File: src/rtl/sram_bus_arbiter.sv
// Purpose : shares one SRAM controller port between M0 (data) and M1 (fetch).
//           M0 has fixed priority. M1 is forced in after STARVE_LIMIT back-to-back M0 grants.
// Latency : grant at the request edge, then ack/err on the edge that sees ready or the timeout.
//           Each access ends with one DONE cycle in which ce is low.
// Backpr. : a master holds mX_ce_i until it sees mX_ack_o or mX_err_o.
//           An access that never gets sram_ready_i is aborted after TIMEOUT cycles.
// Ports   : clk/rst (async, active-high); m0_*/m1_* master ports (ce, we, addr, data, sel in;
//           data, ack, err out); sram_* controller port; grant_o one-hot debug owner.
module sram_bus_arbiter #(
    parameter int STARVE_LIMIT = 4,
    parameter int TIMEOUT      = 64
) (
    input  logic        clk,
    input  logic        rst,
    input  logic        m0_ce_i,
    input  logic        m0_we_i,
    input  logic [31:0] m0_addr_i,
    input  logic [31:0] m0_data_i,
    input  logic [3:0]  m0_sel_i,
    output logic [31:0] m0_data_o,
    output logic        m0_ack_o,
    output logic        m0_err_o,
    input  logic        m1_ce_i,
    input  logic        m1_we_i,
    input  logic [31:0] m1_addr_i,
    input  logic [31:0] m1_data_i,
    input  logic [3:0]  m1_sel_i,
    output logic [31:0] m1_data_o,
    output logic        m1_ack_o,
    output logic        m1_err_o,
    output logic        sram_ce_o,
    output logic        sram_we_o,
    output logic [31:0] sram_addr_o,
    output logic [31:0] sram_data_o,
    output logic [3:0]  sram_sel_o,
    input  logic        sram_ready_i,
    input  logic [31:0] sram_data_i,
    output logic [1:0]  grant_o
);

    localparam logic [3:0] STARVE_MAX = 4'(STARVE_LIMIT);
    localparam logic [7:0] TMO_LAST   = 8'(TIMEOUT - 1);

    typedef enum logic [1:0] {S_IDLE, S_BUSY, S_DONE} state_t;

    state_t      state_q, state_d;
    logic [3:0]  starve_q, starve_d;
    logic [7:0]  tmo_q, tmo_d;
    logic        sram_ce_q, sram_ce_d;
    logic        sram_we_q, sram_we_d;
    logic [31:0] sram_addr_q, sram_addr_d;
    logic [31:0] sram_data_q, sram_data_d;
    logic [3:0]  sram_sel_q, sram_sel_d;
    logic [1:0]  grant_q, grant_d;
    logic [31:0] m0_data_q, m0_data_d;
    logic [31:0] m1_data_q, m1_data_d;
    logic        m0_ack_q, m0_ack_d, m0_err_q, m0_err_d;
    logic        m1_ack_q, m1_ack_d, m1_err_q, m1_err_d;
    logic        pick_m0, pick_m1, finish;

    // M1 wins either because M0 is absent or because M0 has used up its run.
    assign pick_m1 = m1_ce_i && ((starve_q == STARVE_MAX) || !m0_ce_i);
    assign pick_m0 = m0_ce_i && !pick_m1;

    always_comb begin
        state_d     = state_q;
        starve_d    = starve_q;
        tmo_d       = tmo_q;
        sram_ce_d   = sram_ce_q;
        sram_we_d   = sram_we_q;
        sram_addr_d = sram_addr_q;
        sram_data_d = sram_data_q;
        sram_sel_d  = sram_sel_q;
        grant_d     = grant_q;
        m0_data_d   = m0_data_q;
        m1_data_d   = m1_data_q;
        m0_ack_d    = 1'b0;
        m0_err_d    = 1'b0;
        m1_ack_d    = 1'b0;
        m1_err_d    = 1'b0;
        finish      = 1'b0;

        case (state_q)
            S_IDLE: begin
                if (pick_m0 || pick_m1) begin
                    sram_ce_d   = 1'b1;
                    sram_we_d   = pick_m1 ? m1_we_i   : m0_we_i;
                    sram_addr_d = pick_m1 ? m1_addr_i : m0_addr_i;
                    sram_data_d = pick_m1 ? m1_data_i : m0_data_i;
                    sram_sel_d  = pick_m1 ? m1_sel_i  : m0_sel_i;
                    grant_d     = pick_m1 ? 2'b10 : 2'b01;
                    tmo_d       = 8'd0;
                    state_d     = S_BUSY;
                    if (pick_m1 || !m1_ce_i) begin
                        starve_d = 4'd0;
                    end else if (starve_q != STARVE_MAX) begin
                        starve_d = starve_q + 4'd1;
                    end
                end
            end
            S_BUSY: begin
                // Ready is checked first so a ready on the last timeout cycle still acks.
                if (sram_ready_i) begin
                    if (grant_q[1]) begin
                        m1_data_d = sram_data_i;
                        m1_ack_d  = 1'b1;
                    end else begin
                        m0_data_d = sram_data_i;
                        m0_ack_d  = 1'b1;
                    end
                    finish = 1'b1;
                end else if (tmo_q == TMO_LAST) begin
                    m1_err_d = grant_q[1];
                    m0_err_d = grant_q[0];
                    finish   = 1'b1;
                end else begin
                    tmo_d = tmo_q + 8'd1;
                end
            end
            S_DONE: begin
                state_d = S_IDLE;
            end
            default: begin
                state_d = S_IDLE;
            end
        endcase

        // The bus returns to all-zero during the DONE cycle.
        if (finish) begin
            sram_ce_d   = 1'b0;
            sram_we_d   = 1'b0;
            sram_addr_d = 32'd0;
            sram_data_d = 32'd0;
            sram_sel_d  = 4'd0;
            grant_d     = 2'b00;
            state_d     = S_DONE;
        end
    end

    always_ff @(posedge clk or posedge rst) begin
        if (rst) begin
            state_q     <= S_IDLE;
            starve_q    <= 4'd0;
            tmo_q       <= 8'd0;
            sram_ce_q   <= 1'b0;
            sram_we_q   <= 1'b0;
            sram_addr_q <= 32'd0;
            sram_data_q <= 32'd0;
            sram_sel_q  <= 4'd0;
            grant_q     <= 2'b00;
            m0_data_q   <= 32'd0;
            m1_data_q   <= 32'd0;
            m0_ack_q    <= 1'b0;
            m0_err_q    <= 1'b0;
            m1_ack_q    <= 1'b0;
            m1_err_q    <= 1'b0;
        end else begin
            state_q     <= state_d;
            starve_q    <= starve_d;
            tmo_q       <= tmo_d;
            sram_ce_q   <= sram_ce_d;
            sram_we_q   <= sram_we_d;
            sram_addr_q <= sram_addr_d;
            sram_data_q <= sram_data_d;
            sram_sel_q  <= sram_sel_d;
            grant_q     <= grant_d;
            m0_data_q   <= m0_data_d;
            m1_data_q   <= m1_data_d;
            m0_ack_q    <= m0_ack_d;
            m0_err_q    <= m0_err_d;
            m1_ack_q    <= m1_ack_d;
            m1_err_q    <= m1_err_d;
        end
    end

    assign sram_ce_o   = sram_ce_q;
    assign sram_we_o   = sram_we_q;
    assign sram_addr_o = sram_addr_q;
    assign sram_data_o = sram_data_q;
    assign sram_sel_o  = sram_sel_q;
    assign grant_o     = grant_q;
    assign m0_data_o   = m0_data_q;
    assign m0_ack_o    = m0_ack_q;
    assign m0_err_o    = m0_err_q;
    assign m1_data_o   = m1_data_q;
    assign m1_ack_o    = m1_ack_q;
    assign m1_err_o    = m1_err_q;

endmodule
File: config.mk
export PLATFORM = sky130hd
export DESIGN_NAME = sram_bus_arbiter
export DESIGN_NICKNAME = d
export VERILOG_FILES = /design/src/rtl/sram_bus_arbiter.sv
export SDC_FILE = /design/constraint.sdc
export NUM_CORES = 1
export LEC_CHECK = 0
export BUFFER_PORTS_ARGS = -buffer_cell sky130_fd_sc_hd__buf_4
export CAP_MARGIN = 20
export CORE_AREA = 2 2 121 123
export DETAILED_ROUTE_END_ITERATION = 8
export DIE_AREA = 0 0 123 125
export HOLD_SLACK_MARGIN = 0.08
export PLACE_DENSITY = 0.8
export REMOVE_ABC_BUFFERS = 1
export SLEW_MARGIN = 5
export SYNTH_ARGS = -nofsm -noshare
export SYNTH_HDL_FRONTEND = slang
export SYNTH_SLANG_ARGS = --single-unit
File: constraint.sdc
create_clock -name clk -period 8.1 [get_ports clk]
set_input_delay 1.215 -clock clk [delete_from_list [all_inputs] [get_ports clk]]
set_output_delay 1.215 -clock clk [all_outputs]
set_load 0.005 [all_outputs]
# After elaboration in Yosys (flattened, before gate mapping)
# Cells that the tools add are included.
# op_classes
addsub	2
n_mul	0
div	0
magnitude_cmp	0
eq_ne	9
n_shift	0
muxes	47
bitwise	1
reduce_logical	19
# op_table
cell	n
32-bit 2-to-1 mux	8
4-bit 2-to-1 mux	6
8-bit 2-to-1 mux	3
1-bit 2-to-1 mux	22
8-bit one-hot mux with 2 select lines	1
2-bit 2-to-1 mux	6
3-bit AND reduction	3
8-bit by 1-bit adder with 8-bit output (second input constant)	1
8-bit by 6-bit == test with 1-bit output (second input constant)	1
2-bit != test (second input constant)	4
2-bit nonzero test	4
4-bit by 1-bit adder with 4-bit output (second input constant)	1
4-bit by 3-bit == test with 1-bit output (second input constant)	1
4-bit by 3-bit != test with 1-bit output (second input constant)	1
2-bit one-hot mux with 2 select lines	1
2-bit AND reduction	2
4-bit AND reduction	1
1-bit zero test	3
1-bit logical OR	3
3-bit != test (second input constant)	1
2-bit by 1-bit == test with 1-bit output (second input constant)	1
1-bit logical AND	2
2-bit zero test	1
1-bit NOT	1
# totals
register_bits	154
latchBits	0
ramBits	0
rom_bits	0
in_bits	175
output_inout_bits	140
wordCells	93
n_memories	0

# Longest topological paths before layout
# depth
depth_word	9
mapped_depth	8
mapped_depth_nobuf	6

# Worst setup path after synthesis
# No wires, ideal clock.
# synth_timing
path_kind	input to register
startpoint	in m1_ce_i
endpoint	reg sram_data_q[8] (netlist: sram_data_o[8])
setup_ps	83
t_arrival_ps	2225
t_required_ps	8017
setup_slack_ps	5792
stages	6
path_buffers	2
cell_sequence	or2_2 > nand2_1 > buf_2 > buf_2 > nand2_1 > o21ai_0
# synth_via
elab_chain_cells	6
word_cells_on_any_way	10
cone_classes	mux: 4; reduce/logical: 6
# synth_rtl
item	line_no	rtl
start: declaration	23	input logic m1_ce_i,
1-bit logical AND (*)	62	assign pick_m1 = m1_ce_i && ((starve_q == STARVE_MAX) || !m0_ce_i);
1-bit zero test	63	assign pick_m0 = m0_ce_i && !pick_m1;
1-bit logical AND	63	
1-bit logical OR	85	if (pick_m0 || pick_m1) begin
2-bit nonzero test (no source line)	-	
2-bit AND reduction (no source line)	-	
end signal: assignment	164	sram_data_q <= sram_data_d;
end: declaration	52	logic [31:0] sram_data_q, sram_data_d;
# Every way passes the cells marked *; elsewhere a longest branch is shown, timed or not. The select of a mux whose other input is x is not followed.
# A chain may end at the register's enable or synchronous reset.

# Worst setup path after layout
# layout_timing
startpoint	in m0_ce_i
endpoint	reg sram_data_q[16] (netlist: sram_data_o[16])
# layout_via
elab_chain_cells	8
word_cells_on_any_way	12
cone_classes	mux: 4; reduce/logical: 8
# layout_rtl
item	line_no	rtl
start: declaration	15	input logic m0_ce_i,
1-bit zero test	62	
1-bit logical OR	62	
1-bit logical AND	62	
1-bit zero test	63	
1-bit logical AND	63	
1-bit logical OR	85	
2-bit nonzero test (no source line)	-	
2-bit AND reduction (no source line)	-	
# Several ways; a longest one is shown, not always the timed one. The select of a mux whose other input is x is not followed.

==> impl_metrics.tcl <==
set metrics [dict create \
    outcome "completed" \
    first_iter_violations 242 \
    insertion_delay_ns 0.42 \
    cp-end-kind "register" \
    start_kind "input pin" \
    synth_edf_count 0 \
    dp_hpwl_um 13700 \
    fp.dieArea_um2 15400 \
    clk_path_buf_depth 2 \
    crit_slowest_cell "nand2_2" \
    slew_headroom_pct 30.9 \
    slowest_delay_ns 0.51 \
    cts.htree.levels 4 \
    crit_family "simple AND/OR/NAND/NOR gates" \
    syn_avg_cell_area_um2 11.9 \
    route.detailed.drc 0 \
    drtAntennaViolNets 0 \
    antenna_cells 0 \
    place_congestion 0.824 \
    cts_inserted_buffers 17 \
    reg2reg_slack_ns 5.59 \
    first_pass_iters 4 \
    port_buffers 314 \
    fin_nets 1025 \
    synthToLayoutAreaGrowth_pct 47.4 \
    async_flop_share_pct 100 \
    grt_pass1_wl_um 28700 \
    setup_viol 0 \
    syn-cell-area_um2 6470 \
    ctsHoldBuffers 0 \
    cp_data_arrival_time_ns 3.01 \
    crit_buf_inv 2 \
    vias 5451 \
    leakagePower_uw 0.00461 \
    finalMaxSlewViolations 0 \
    synthAdderAreaFrac_pct 0.580 \
    rows 44 \
    synth_compound_area_share_pct 15.8 \
    initial_utilization_pct 45.6 \
    fin_cells 1044 \
    rsz0062_at_grt "false" \
    cts.sinks 154 \
    grt_max_degree 88 \
    synthMuxAreaShare_pct 11.9 \
    fin_util_pct 67.2 \
    viasPerCell 5.22 \
    wire_per_inst_um 17.9 \
    yosys-top-cells-area "dfrtp_1 (60%), mux2_2 (11%), a22oi_1 (8.0%)" \
    cts_tree "yes" \
    ir_drop_mv 0.137 \
    ys_warn_count 0 \
    placed_area_um2 8890 \
    dp.cells 1012 \
    synth-seq-cells 154 \
    fin_crit_sh_pct 33.2 \
    yosysTopAreaCellShare_pct 59.5 \
    fp.dieW_um 123 \
    synth-xor-area-share_pct 0 \
    crit_top_cell "buf_4" \
    fin_tns_setup_ns 0 \
    drv_cap 0 \
    synth_flop_cell "dfrtp_1" \
    finalHoldViolations 0 \
    dieHeight_um 125 \
    fin_skew_ns 0.00836 \
    post_cts_buffers 0 \
    ys_types 38 \
    critPathMaxFanout 44 \
    grt_pass1_vias 5410 \
    synthCells 546 \
    crit_required_ns 8.42 \
    cts-root-buf "clkbuf_16" \
    synth_top_family_by_area "compound AO/OA/AOI/OAI gates" \
    synthSimpleGateAreaFrac_pct 8.08 \
    grtUsageTotal_pct 24.5 \
    powerDensity_nw_per_um2 364 \
    ys_seq_area_share_pct 59.5 \
    period_minus_slack_ns 2.69 \
    path_cells "buf_4 > or2_2 > nand2_2 > buf_4 > nand2_1 > o21ai_0" \
    yosysTopAreaCell "dfrtp_1" \
    io_pins 315 \
    max_freq_ghz 0.372 \
    drive_above_1_share_pct 50.0 \
    wl_um 18700 \
    crit_type "input pin to register" \
    coreArea_um2 14200 \
    cts_resized 0 \
    clk_pin_slew_ns 0.06 \
    tightest_slew_ns 1.03 \
    post-route-cell-area_um2 9540 \
    holdCritPathClass "register to register" \
    antenna_found_initial 0 \
    globalRouteOverflowTotal 0 \
]
synthesized netlist by cell type (all sizes together) (2+ instances only):
library cell  count
a21oi             5
nand3             6
nor4              3
and3              3
nor3              2
inv               8
o21ai            72
nor2              6
mux2             66
dfrtp           154
o31ai             4
nand2            79
a22oi            69
mux2i             3
a21o              3
buf              23
or4               3
ha                3
clkbuf           17
nand2b            3
and2              2
worst paths after layout:
path | start | endpoint | cells after the start
max | m0_ce_i | sram_data_o[16]$_DFFE_PP0P_ | 6
min | sram_ce_o$_DFFE_PP0P_ | sram_ce_o$_DFFE_PP0P_ | 2
max reg2reg | tmo_q[0]$_DFFE_PP0P_ | sram_addr_o[0]$_DFFE_PP0P_ | 6
min reg2reg | sram_ce_o$_DFFE_PP0P_ | sram_ce_o$_DFFE_PP0P_ | 2
max in group asynchronous | rst | sram_data_o[22]$_DFFE_PP0P_ | 3
min in group asynchronous | rst | m0_data_o[6]$_DFFE_PP0P_ | 2
sequential cells by signal (all words and copies together), names as in the netlist, 2 cells and up:
signal / count
m0_data_o: 32
starve_q: 4
sram_sel_o: 4
sram_data_o: 32
sram_addr_o: 32
grant_o: 2
state_q: 2
tmo_q: 8
m1_data_o: 32
layout make-up:
class                      count  area, µm²
clock inverter                13        193
multi-input combinational    344       2360
tap                          184        230
sequential                   154       3850
timing repair buffer         322       2420
clock buffer                  19        453
inverter                       8       35.0
fill                        1144       4660
cells by family after synthesis:
family / Yosys count
adders and majority gates: 3
AOI/OAI and AO/OA: 158
muxes: 69
DFF: 154
buffers and inverters: 48
and+or+nand+nor: 114
tightest hold or removal path, stage by stage, from the launching register on:
cell,delay [ns]
dfrtp_1,0.34
nor2_1,0.05
nor2_1,0.07
layer usage:
layer  track usage (%)  wire (µm)
met2              40.3       9180
met4              10.6        583
met1              30.2       7450
met5                 0          0
met3              6.84       1510
through the flow:
| step | setup WS (ns) | power (µW) | hold WS (ns) |
|---|---|---|---|
| 3_3_place_gp | 5.06 | 2590 | 0.484 |
| 5_1_grt | 5.26 | 3700 | 0.518 |
| 3_5_place_dp | 4.96 | 2640 | 0.491 |
| 6_report | 5.41 | 3480 | 0.497 |
| 4_1_cts | 5.41 | 3500 | 0.504 |
| 2_1_floorplan | 2.74 | 1850 | 0.481 |
placed cells by master (no fill, tap or decap), types with 2 or more instances in the layout:
| cell | count |
|---|---|
| a21o_1 | 3 |
| a21oi_1 | 4 |
| a22oi_1 | 69 |
| and3_1 | 3 |
| buf_4 | 322 |
| bufinv_16 | 4 |
| clkbuf_16 | 17 |
| clkbuf_8 | 2 |
| clkinv_2 | 2 |
| clkinv_4 | 5 |
| dfrtp_1 | 154 |
| ha_1 | 3 |
| inv_1 | 7 |
| mux2_2 | 66 |
| mux2i_1 | 3 |
| nand2_1 | 78 |
| nand2b_1 | 3 |
| nand3_1 | 6 |
| nor2_1 | 5 |
| nor3_1 | 2 |
| nor4_1 | 3 |
| o21ai_0 | 55 |
| o21ai_1 | 17 |
| o31ai_1 | 4 |
| or4_1 | 3 |
power breakdown:
group          internal [µW]  switching [µW]
clock network            535             317
registers               1110             199
logic                    724             593
Power figures use the tool's default switching activity.
